--- src/rtl/uart_csr_bridge_pkg.sv ---
// UART CSR bridge package: CSR widths, address map, bridge FSM states and
// address-legality helpers shared by the bridge and its users.
// Latency: n/a (types and pure functions only). Backpressure: n/a.
package uart_csr_bridge_pkg;

  localparam int UART_CSR_ADDR_WIDTH = 8;
  localparam int UART_CSR_DATA_WIDTH = 32;

  typedef logic [UART_CSR_ADDR_WIDTH-1:0] uart_csr_addr_t;
  typedef logic [UART_CSR_DATA_WIDTH-1:0] uart_csr_data_t;

  localparam uart_csr_addr_t UART_BAUD_RATE_CSR_ADDR = 8'h00;
  localparam uart_csr_addr_t UART_CONTROL_0_CSR_ADDR = 8'h04;
  localparam uart_csr_addr_t UART_STATUS_0_CSR_ADDR  = 8'h08;

  typedef enum logic [2:0] {
    IDLE    = 3'd0,
    WR      = 3'd1,
    RD      = 3'd2,
    RD_WAIT = 3'd3,
    RSP     = 3'd4
  } uart_csr_bridge_state_t;

  // All three mapped registers are readable.
  function automatic logic uart_csr_rd_legal(input uart_csr_addr_t addr);
    return (addr == UART_BAUD_RATE_CSR_ADDR) ||
           (addr == UART_CONTROL_0_CSR_ADDR) ||
           (addr == UART_STATUS_0_CSR_ADDR);
  endfunction

  // STATUS_0 is read-only, so only BAUD_RATE and CONTROL_0 take writes.
  function automatic logic uart_csr_wr_legal(input uart_csr_addr_t addr);
    return (addr == UART_BAUD_RATE_CSR_ADDR) ||
           (addr == UART_CONTROL_0_CSR_ADDR);
  endfunction

endpackage

--- src/rtl/uart_csr_bridge.sv ---
// Host-side initiator: turns one valid/ready command into exactly one CSR wen/ren strobe.
// Latency: strobe in cycle 1; response in cycle 2 (write/rejected) or cycle 3 (legal read).
// Backpressure: one command outstanding; rsp_ready low holds RSP and blocks new commands.
//
// Ports: clk/rst_n (sync, active-low); req_* command channel (valid/ready);
//   rsp_* response channel (valid/ready, rdata + error); csr_* strobes, address
//   and data toward the UART CSR block, csr_rd_data registered one cycle after ren.
// Build option: UART_CSR_BRIDGE_WR_RSP_EN -- when defined, writes also return a
//   response; when undefined, legal writes finish silently and illegal writes are dropped.
module uart_csr_bridge
  import uart_csr_bridge_pkg::*;
#(
  parameter int ADDR_W = UART_CSR_ADDR_WIDTH,
  parameter int DATA_W = UART_CSR_DATA_WIDTH
) (
  input  logic              clk,
  input  logic              rst_n,
  input  logic              req_valid,
  output logic              req_ready,
  input  logic              req_write,
  input  logic [ADDR_W-1:0] req_addr,
  input  logic [DATA_W-1:0] req_wdata,
  output logic              rsp_valid,
  input  logic              rsp_ready,
  output logic [DATA_W-1:0] rsp_rdata,
  output logic              rsp_error,
  output logic [ADDR_W-1:0] csr_wr_addr,
  output logic [DATA_W-1:0] csr_wr_data,
  output logic              csr_wen,
  output logic [ADDR_W-1:0] csr_rd_addr,
  output logic              csr_ren,
  input  logic [DATA_W-1:0] csr_rd_data
);

`ifdef UART_CSR_BRIDGE_WR_RSP_EN
  localparam bit WR_RSP = 1'b1;
`else
  localparam bit WR_RSP = 1'b0;
`endif

  uart_csr_bridge_state_t state;
  logic [ADDR_W-1:0]      addr_q;
  logic [DATA_W-1:0]      wdata_q;
  logic                   write_q;
  logic                   err_q;
  logic                   accept;
  logic                   legal;

  assign accept = req_valid && req_ready;
  assign legal  = req_write ? uart_csr_wr_legal(uart_csr_addr_t'(req_addr))
                            : uart_csr_rd_legal(uart_csr_addr_t'(req_addr));

  // One captured address feeds both CSR ports; only the strobe says which is live.
  assign csr_wr_addr = addr_q;
  assign csr_rd_addr = addr_q;
  assign csr_wr_data = wdata_q;

  always_ff @(posedge clk) begin
    if (!rst_n) begin
      state     <= IDLE;
      req_ready <= 1'b0;
      rsp_valid <= 1'b0;
      rsp_rdata <= '0;
      rsp_error <= 1'b0;
      csr_wen   <= 1'b0;
      csr_ren   <= 1'b0;
      addr_q    <= '0;
      wdata_q   <= '0;
      write_q   <= 1'b0;
      err_q     <= 1'b0;
    end else begin
      // Strobes are single-cycle pulses by construction.
      csr_wen <= 1'b0;
      csr_ren <= 1'b0;
      case (state)
        IDLE: begin
          req_ready <= 1'b1;
          if (accept) begin
            req_ready <= 1'b0;
            addr_q    <= req_addr;
            wdata_q   <= req_wdata;
            write_q   <= req_write;
            err_q     <= !legal;
            rsp_rdata <= '0;
            rsp_error <= 1'b0;
            if (legal && !req_write) begin
              state   <= RD;
              csr_ren <= 1'b1;
            end else begin
              // Rejected commands also pass through WR (without a strobe) so
              // their response lands in cycle 2, same as a legal write.
              state   <= WR;
              csr_wen <= legal;
            end
          end
        end
        WR: begin
          // Rejected reads always answer; writes answer only when enabled.
          if (WR_RSP || !write_q) begin
            state     <= RSP;
            rsp_valid <= 1'b1;
            rsp_error <= err_q;
          end else begin
            state     <= IDLE;
            req_ready <= 1'b1;
          end
        end
        RD: begin
          state <= RD_WAIT;
        end
        RD_WAIT: begin
          // CSR read data is registered, so it is valid in this cycle only.
          rsp_rdata <= csr_rd_data;
          rsp_valid <= 1'b1;
          state     <= RSP;
        end
        RSP: begin
          if (rsp_ready) begin
            rsp_valid <= 1'b0;
            rsp_rdata <= '0;
            rsp_error <= 1'b0;
            req_ready <= 1'b1;
            state     <= IDLE;
          end
        end
        default: begin
          state     <= IDLE;
          req_ready <= 1'b0;
          rsp_valid <= 1'b0;
        end
      endcase
    end
  end

endmodule
--- config.mk ---
export PLATFORM = sky130hd
export DESIGN_NAME = uart_csr_bridge
export DESIGN_NICKNAME = d
export VERILOG_FILES = /design/src/rtl/uart_csr_bridge_pkg.sv /design/src/rtl/uart_csr_bridge.sv
export SDC_FILE = /design/constraint.sdc
export NUM_CORES = 1
export LEC_CHECK = 0
export CAP_MARGIN = 20
export CORE_MARGIN = 4
export CORE_UTILIZATION = 35
export DETAILED_ROUTE_END_ITERATION = 6
export MAX_ROUTING_LAYER = met4
export PLACE_DENSITY = 0.8
export SYNTH_ARGS = -nofsm -noshare
export SYNTH_HDL_FRONTEND = slang
export SYNTH_SLANG_ARGS = --single-unit
--- constraint.sdc ---
create_clock -name clk -period 1.5 [get_ports clk]
set_input_delay 0.3 -clock clk [delete_from_list [all_inputs] [get_ports clk]]
set_output_delay 0.3 -clock clk [all_outputs]
set_load 0.01 [all_outputs]
After elaboration in Yosys (flattened, before gate mapping):

Index checks and enable logic that the tools add are counted.

* register bits: 82
* word-level logic and storage cells: 66

* reductions and logical operators: 20
* bitwise gates (word level): 5
* muxes and demuxes: 20
* eq/ne operators: 10

Operators with widths (number)
* 32-bit one-hot mux with 3 select lines: 1
* 32-bit 2-to-1 mux: 2
* 3-bit one-hot mux with 5 select lines: 1
* 3-bit AND reduction: 4
* 1-bit 2-to-1 mux: 9
* 3-bit 2-to-1 mux: 3
* 8-bit by 3-bit == test with 1-bit output (second input constant): 1
* 8-bit by 4-bit == test with 1-bit output (second input constant): 1
* 8-bit logical NOT: 1
* 2-bit inequality test (second input constant): 4
* 1-bit one-hot mux with 4 select lines: 2
* 3-bit by 2-bit == test with 1-bit output (second input constant): 2
* 3-bit nonzero test: 2
* 1-bit inverter: 5
* 2-bit AND reduction: 2
* 4-bit AND reduction: 1
* 2-bit OR reduction: 2
* 4-bit OR reduction: 1
* 3-bit by 1-bit == test with 1-bit output (second input constant): 1
* 3-bit == test (second input constant): 1
* 3-bit logical NOT: 1
* 1-bit one-hot mux with 3 select lines: 1
* 1-bit logical AND: 2
* 1-bit logical NOT: 2
* other kinds (2): 3

Longest topological paths before layout:

Gate-level depths: netlist of the first run.

* depth after elaboration: 8
* gate-level depth with buffers: 6
* depth with buffers taken out: 4

Worst setup path after synthesis of the first run:

No wires, ideal clock.

* path type: reg2reg
* start: register req_ready
* end: register rsp_rdata[0]
* slack: 0.053 ns
* data arrival time: 1.330 ns
* required time: 1.383 ns
* setup time: 0.117 ns
* clock period less this slack: 1.447 ns
* buffers on the path: 1
* cell stages (with the launch flop): 6
* path through: dfxtp_1 and3b_2 a21oi_1 o311a_4 buf_6 a22o_1

* longest elaborated chain between the ends: 3

Ends and longest elaborated chain
* start: declaration: RTL line uart_csr_bridge.sv:19 `output logic req_ready,`
* start signal: assignment: RTL line uart_csr_bridge.sv:61 `req_ready <= 1'b0;`
* start signal: assignment: RTL line uart_csr_bridge.sv:77 `req_ready <= 1'b1;`
* start signal: assignment: RTL line uart_csr_bridge.sv:79 `req_ready <= 1'b0;`
* 1-bit logical AND: RTL line uart_csr_bridge.sv:49 `assign accept = req_valid && req_ready;`
* 2-bit inequality test (no line)
* 3-bit AND reduction (no line)
* end signal: assignment: RTL line uart_csr_bridge.sv:113 `rsp_rdata <= csr_rd_data;`
* end: declaration: RTL line uart_csr_bridge.sv:25 `output logic [DATA_W-1:0] rsp_rdata,`

Every way passes these cells.
A chain may end at the register's enable or synchronous reset.

Worst setup path after layout of the first run:

* start: register state[2]
* end: register rsp_rdata[1]

* longest elaborated chain between the ends: 3

Ends and longest elaborated chain
* start: declaration: RTL line uart_csr_bridge.sv:41 `uart_csr_bridge_state_t state;`
* start signal: assignment: RTL line uart_csr_bridge.sv:60 `state <= IDLE;`
* start signal: assignment: RTL line uart_csr_bridge.sv:87 `state <= RD;`
* start signal: assignment: RTL line uart_csr_bridge.sv:92 `state <= WR;`
* 3-bit == test, or another cell as far along: RTL line uart_csr_bridge.sv:75 `case (state)`
* 2-bit inequality test (no line) or 3-bit nonzero test (tied branches)
* 3-bit AND reduction (no line)

Several ways; a longest one is shown, not always the timed one.

==> results_dict.tcl, run 1 <==
set metrics [dict create \
    hold_ws_ps 450 \
    power.total_uw 4860 \
    pwr_density_cell_nw_per_um2 980 \
    hold_viol 0 \
    area_growth_pct 63.1 \
    cts_buffer_depth 2 \
    grt_pass1_vias 2849 \
    fin_crit_ps 1450 \
    drtAntennaViolNets 0 \
    netlist_instances 321 \
    dieArea_um2 10200 \
    crit_type "register to register" \
    ys_seq_area_share_pct 54.0 \
    die_h_um 101 \
    synth.area.top_cells "dfxtp_1 (54%), nand2_1 (11%), a21boi_1 (9.6%), a22o_1 (9.2%), buf_6 (2.2%)" \
    yosysMostFrequentCell "nand2_1" \
    yosysTopAreaCell "dfxtp_1" \
    top_usage_layer "met2" \
    post-route-drc-count 0 \
    period_share_pct 96.8 \
    synth_top_area_share_pct 54.0 \
    nets 559 \
    core_area_um2 8340 \
    use_met3_pct 2.96 \
    post_cts_buffers 0 \
    slew_headroom_pct 69.6 \
    clk_pin_slew_worst_paths_ps 90 \
    num_rows 33 \
    path_max_fanout 8 \
    netlist_top_cells_count "nand2_1 (90), dfxtp_1 (82), a21boi_1 (39)" \
    drive_gt1_share_pct 9.03 \
    nFillCells 767 \
    setup.worst_path.start "state[2]$_SDFFE_PN0P_" \
    crit_required_ps 1740 \
    maxCapViolations 0 \
    start_util_pct 36.4 \
    clkLatencyLatePin_ps 340 \
    rr_startpoint "state[2]$_SDFFE_PN0P_" \
    grt_use_total_pct 17.3 \
    wirelength_mm 9.07 \
    synth_nets 398 \
    cts_buffers 9 \
    dp_hpwl_mm 6.43 \
    final_core_util_pct 59.4 \
    dr.pass1.iters 4 \
    drt-wirelength-per-cell_um 15.3 \
    synth-edff-count 0 \
    num_antenna_cells 0 \
    port-buffer-count 161 \
    grt_setup_unrepaired "yes" \
    cts_max_level 3 \
    die_w_um 101 \
    num_vias 2879 \
    skew_ps 13.5 \
    arrival_ps 1690 \
    grt.met2_usage_pct 29.4 \
    grt_max_degree 33 \
    cts_tree "built" \
    drv_slew 0 \
    max_freq_mhz 689 \
    cts.sinks 82 \
    gp_congestion 0.764 \
    ys_warn_count 0 \
    worstHoldStart "rsp_valid$_SDFFE_PN0P_" \
    max_slew.worst_pin.slew_ps 454 \
    status "finished clean" \
    overflow 0 \
    post-place-cells 573 \
    hold_path.class "register to register" \
    synthDistinctLibCells 29 \
    io_pins 162 \
    grt_pass1_wl_mm 13.6 \
    drt_iter0_markers 70 \
    grt_util_met1_pct 20.2 \
    async_flop_share_pct 0 \
    ys.flop_type "dfxtp_1" \
    start_kind "register" \
    final-setup-viol-count 0 \
    synth_seq_cells 82 \
    end_kind "register" \
    avgSynthCellArea_um2 9.47 \
    place_area_um2 4770 \
    clockRootBuffer "clkbuf_8" \
    antenna_found_initial 0 \
    cts_hold_buf 0 \
    ir_worst_vdd_mv 0.548 \
    fin_cells 592 \
    syn_area_um2 3040 \
    via_per_inst 4.86 \
    p_leak_uw 0.00230 \
    stdcell_area_um2 4960 \
]
==> placed cells by master, fill, tap and decap left out, types with 2 or more instances in the layout <==
cell type / count
buf_4: 12
dlymetal6s2s_1: 2
a21boi_0: 3
buf_12: 5
a21boi_1: 39
inv_6: 3
nand2_1: 89
o21ai_0: 5
nor2_1: 9
clkdlybuf4s50_1: 74
dlygate4sd2_1: 85
nor4_1: 2
a21oi_1: 5
clkinv_2: 2
inv_1: 5
dfxtp_1: 81
clkbuf_8: 9
o311a_4: 4
nand3_1: 3
a22o_1: 32
==> sequential cells by signal (all words and copies together), names as in the netlist <==
| signal | count |
|---|---|
| write_q | 1 |
| rsp_error | 1 |
| rsp_rdata | 32 |
| state | 3 |
| csr_wen | 1 |
| csr_rd_addr | 8 |
| csr_ren | 1 |
| req_ready | 1 |
| csr_wr_data | 32 |
| rsp_valid | 1 |
| err_q | 1 |
==> kinds of logic (layout without fill, tap and decap cells) <==
logic type	after synthesis	after routing	share of synthesized area, %
AOI/OAI and AO/OA	91	94	23.6
buffers and inverters	36	199	7.37
and+or+nand+nor	112	112	15.0
DFF	82	82	54.0
==> power by group <==
group / internal (µW) / leakage, µW / total (µW) / switching [µW]
clock: 782 / 0.000100 / 1610 / 829
combinational: 491 / 0.00153 / 906 / 415
sequential: 2280 / 0.000665 / 2340 / 63.3
total: 3550 / 0.00230 / 4860 / 1310
==> timing repair <==
item / 4_1_cts / 5_1_grt
endpoints found under the hold margin: 0 / 0
gates resized for setup: 88 / 8
endpoints found under the setup margin: 117 / 30
gates cloned: 1 / 2
pin swaps: 1 / 5
==> worst max-delay path, stage by stage, from the launching register on <==
cell and delay [ps]:
dfxtp_1 320, and3b_2 310, a21oi_4 80, o311a_4 390, a22o_1 250
==> final cells by class <==
class                           count  area [µm²]  share of cell area (%)
Timing Repair Buffer              178        1700                    34.3
Sequential cell                    82        1640                    33.1
Clock inverter                      7        73.8                    1.49
Inverter                            5        18.8                   0.379
Multi-Input combinational cell    206        1270                    25.5
Clock buffer                        9         124                    2.50
Tap cell                          105         131                    2.65
==> final timing paths <==
kind | cells after the start | to | slack (ps)
setup / recovery | 4 | rsp_rdata[1]$_SDFFE_PN0P_ | 50
hold / removal | 2 | rsp_valid$_SDFFE_PN0P_ | 450
setup reg to reg | 4 | rsp_rdata[1]$_SDFFE_PN0P_ | 50
hold reg to reg | 2 | rsp_valid$_SDFFE_PN0P_ | 450
==> routing by layer <==
metal | routed length, µm | vias to the layer above
met3 | 472 | 17
li1 | - | 1418
met4 | 158 | 0
met5 | 0 | -
met1 | 3780 | 1343
met2 | 4660 | 101
==> per-stage QoR <==
stage	TNS [ps]	worst slack [ps]
after floorplan	0	52.8
after global placement	-19760	-370
after detailed placement	-21860	-410
after CTS	0	32.3
after global routing	-28.4	-21.7
final	0	48.2
Note: power is estimated with default switching activity, not from simulation.
==> inputs of run 2 (changes only) <==
SLEW_MARGIN = 20   (was not set)
==> results of run 2 <==
Final layout, timing and power as in run 1 (identical DEF).
==> inputs of run 3 (changes only) <==
SETUP_SLACK_MARGIN = 0.15   (was not set)
==> run 3 against run 2 <==
Global-route usage grew 1.2 points. Combinational power up 16%. Sequential share of layout area down 1.5 points. Utilization rose by 3.1 points. Cell area up 5.2%. Largest power group unchanged. Highest routed layer unchanged.
==> results_dict.tcl, run 3 (synthesis results as in run 1) <==
set metrics [dict create \
    via_per_inst 4.93 \
    layout_commonest_cell "dlygate4sd2_1" \
    area_growth_pct 71.6 \
    arrival_ps 1720 \
    crit_required_ps 1770 \
    final_core_util_pct 62.5 \
    drt_iter0_markers 110 \
    max_slew.worst_pin.slew_ps 413 \
    num_rows 33 \
    grt_use_total_pct 18.5 \
    dieArea_um2 10200 \
    nets 565 \
    cts_buffers 9 \
    path_max_fanout 8 \
    drtAntennaViolNets 0 \
    start_kind "register" \
    dp_hpwl_mm 6.35 \
    hold_viol 0 \
    crit_type "register to register" \
    stdcell_area_um2 5220 \
    gp_congestion 0.838 \
    pwr_density_cell_nw_per_um2 1020 \
    slew_headroom_pct 72.4 \
    grt_setup_unrepaired "yes" \
    dr.pass1.iters 4 \
    grt_pass1_wl_mm 14.6 \
    grt_max_degree 33 \
    drv_slew 0 \
    drt-wirelength-per-cell_um 15.8 \
    grt_pass1_vias 3013 \
    num_antenna_cells 0 \
    cts.sinks 82 \
    die_w_um 101 \
    fin_crit_ps 1450 \
    clockRootBuffer "clkbuf_8" \
    overflow 0 \
    max_freq_mhz 692 \
    status "finished clean" \
    post-place-cells 571 \
    fin_cells 598 \
    period_share_pct 96.4 \
    io_pins 162 \
    cts_tree "built" \
    num_vias 2947 \
    die_h_um 101 \
    cts_buffer_depth 2 \
    p_leak_uw 0.00238 \
    skew_ps 9.95 \
    core_area_um2 8340 \
    place_area_um2 4740 \
    cts_max_level 3 \
    post-route-drc-count 0 \
    fin_tns_setup_ps 0 \
    hold_path.class "register to register" \
    clk_pin_slew_worst_paths_ps 90 \
    antenna_found_initial 0 \
    final-setup-viol-count 0 \
    clkLatencyLatePin_ps 340 \
    start_util_pct 36.4 \
    drive_gt1_share_pct 14.4 \
    maxCapViolations 0 \
    ir_worst_vdd_mv 0.472 \
    wirelength_mm 9.46 \
    port-buffer-count 161 \
    end_kind "register" \
    final_cell_mix "dlygate4sd2_1 (82), nand2_1 (78), dfxtp_1 (77)" \
]
run 3: per-layer routing:
metal / up-vias / global-route usage (%) / share of wire, %
met1: 1411 / 22.0 / 41
met3: 20 / 3.10 / 4.1
met2: 88 / 31.6 / 52
met4: 0 / 6.75 / 2.3
met5: - / - / 0
li1: 1428 / - / -
run 3: path summary, 6_finish.rpt:
kind                                 from                            to  slack (ps)  cells after the start
max                 state[2]$_SDFFE_PN0P_   csr_wr_data[1]$_SDFFE_PN0P_          50                      7
min          csr_wr_data[19]$_SDFFE_PN0P_  csr_wr_data[19]$_SDFFE_PN0P_         450                      2
max reg2reg         state[2]$_SDFFE_PN0P_   csr_wr_data[1]$_SDFFE_PN0P_          50                      7
min reg2reg  csr_wr_data[19]$_SDFFE_PN0P_  csr_wr_data[19]$_SDFFE_PN0P_         450                      2
run 3: timing repair:
item	4_1_cts	5_1_grt
endpoints found under the setup margin	140	87
hold buffers	0	0
pin swaps	13	37
resized for setup	103	32
buffers inserted	2	2
cloned	6	1
run 3: power breakdown:
group / total, µW / switching [µW] / internal [µW]
sequential: 2340 / 64.7 / 2280
combinational: 1050 / 471 / 576
clock: 1900 / 791 / 1110
total: 5300 / 1330 / 3970
run 3: final cells by class:
class / instances / area (µm²)
clock buffers: 10 / 128
fillers: 710 / 3120
clock inverters: 6 / 115
repair buffers: 184 / 1830
inverters: 5 / 18.8
multi-input cells: 206 / 1340
flip-flops and latches: 82 / 1650
well taps: 105 / 131
run 3: critical path: stages (launching register included):
cell       delay (ps)
dfxtp_2           320
and3b_2           270
buf_6             130
and2_4            210
buf_12            130
clkbuf_16         150
nand2_1            50
a21boi_1          120
run 3: metrics by stage:
stage | power [µW] | hold slack [ps] | worst slack, ps
3_5_place_dp | 3290 | 442 | -400
5_1_grt | 5550 | 470 | -16.5
3_3_place_gp | 3270 | 437 | -374
4_1_cts | 5270 | 453 | 24.1
6_report | 5300 | 450 | 54.5
2_1_floorplan | 2780 | 377 | 103
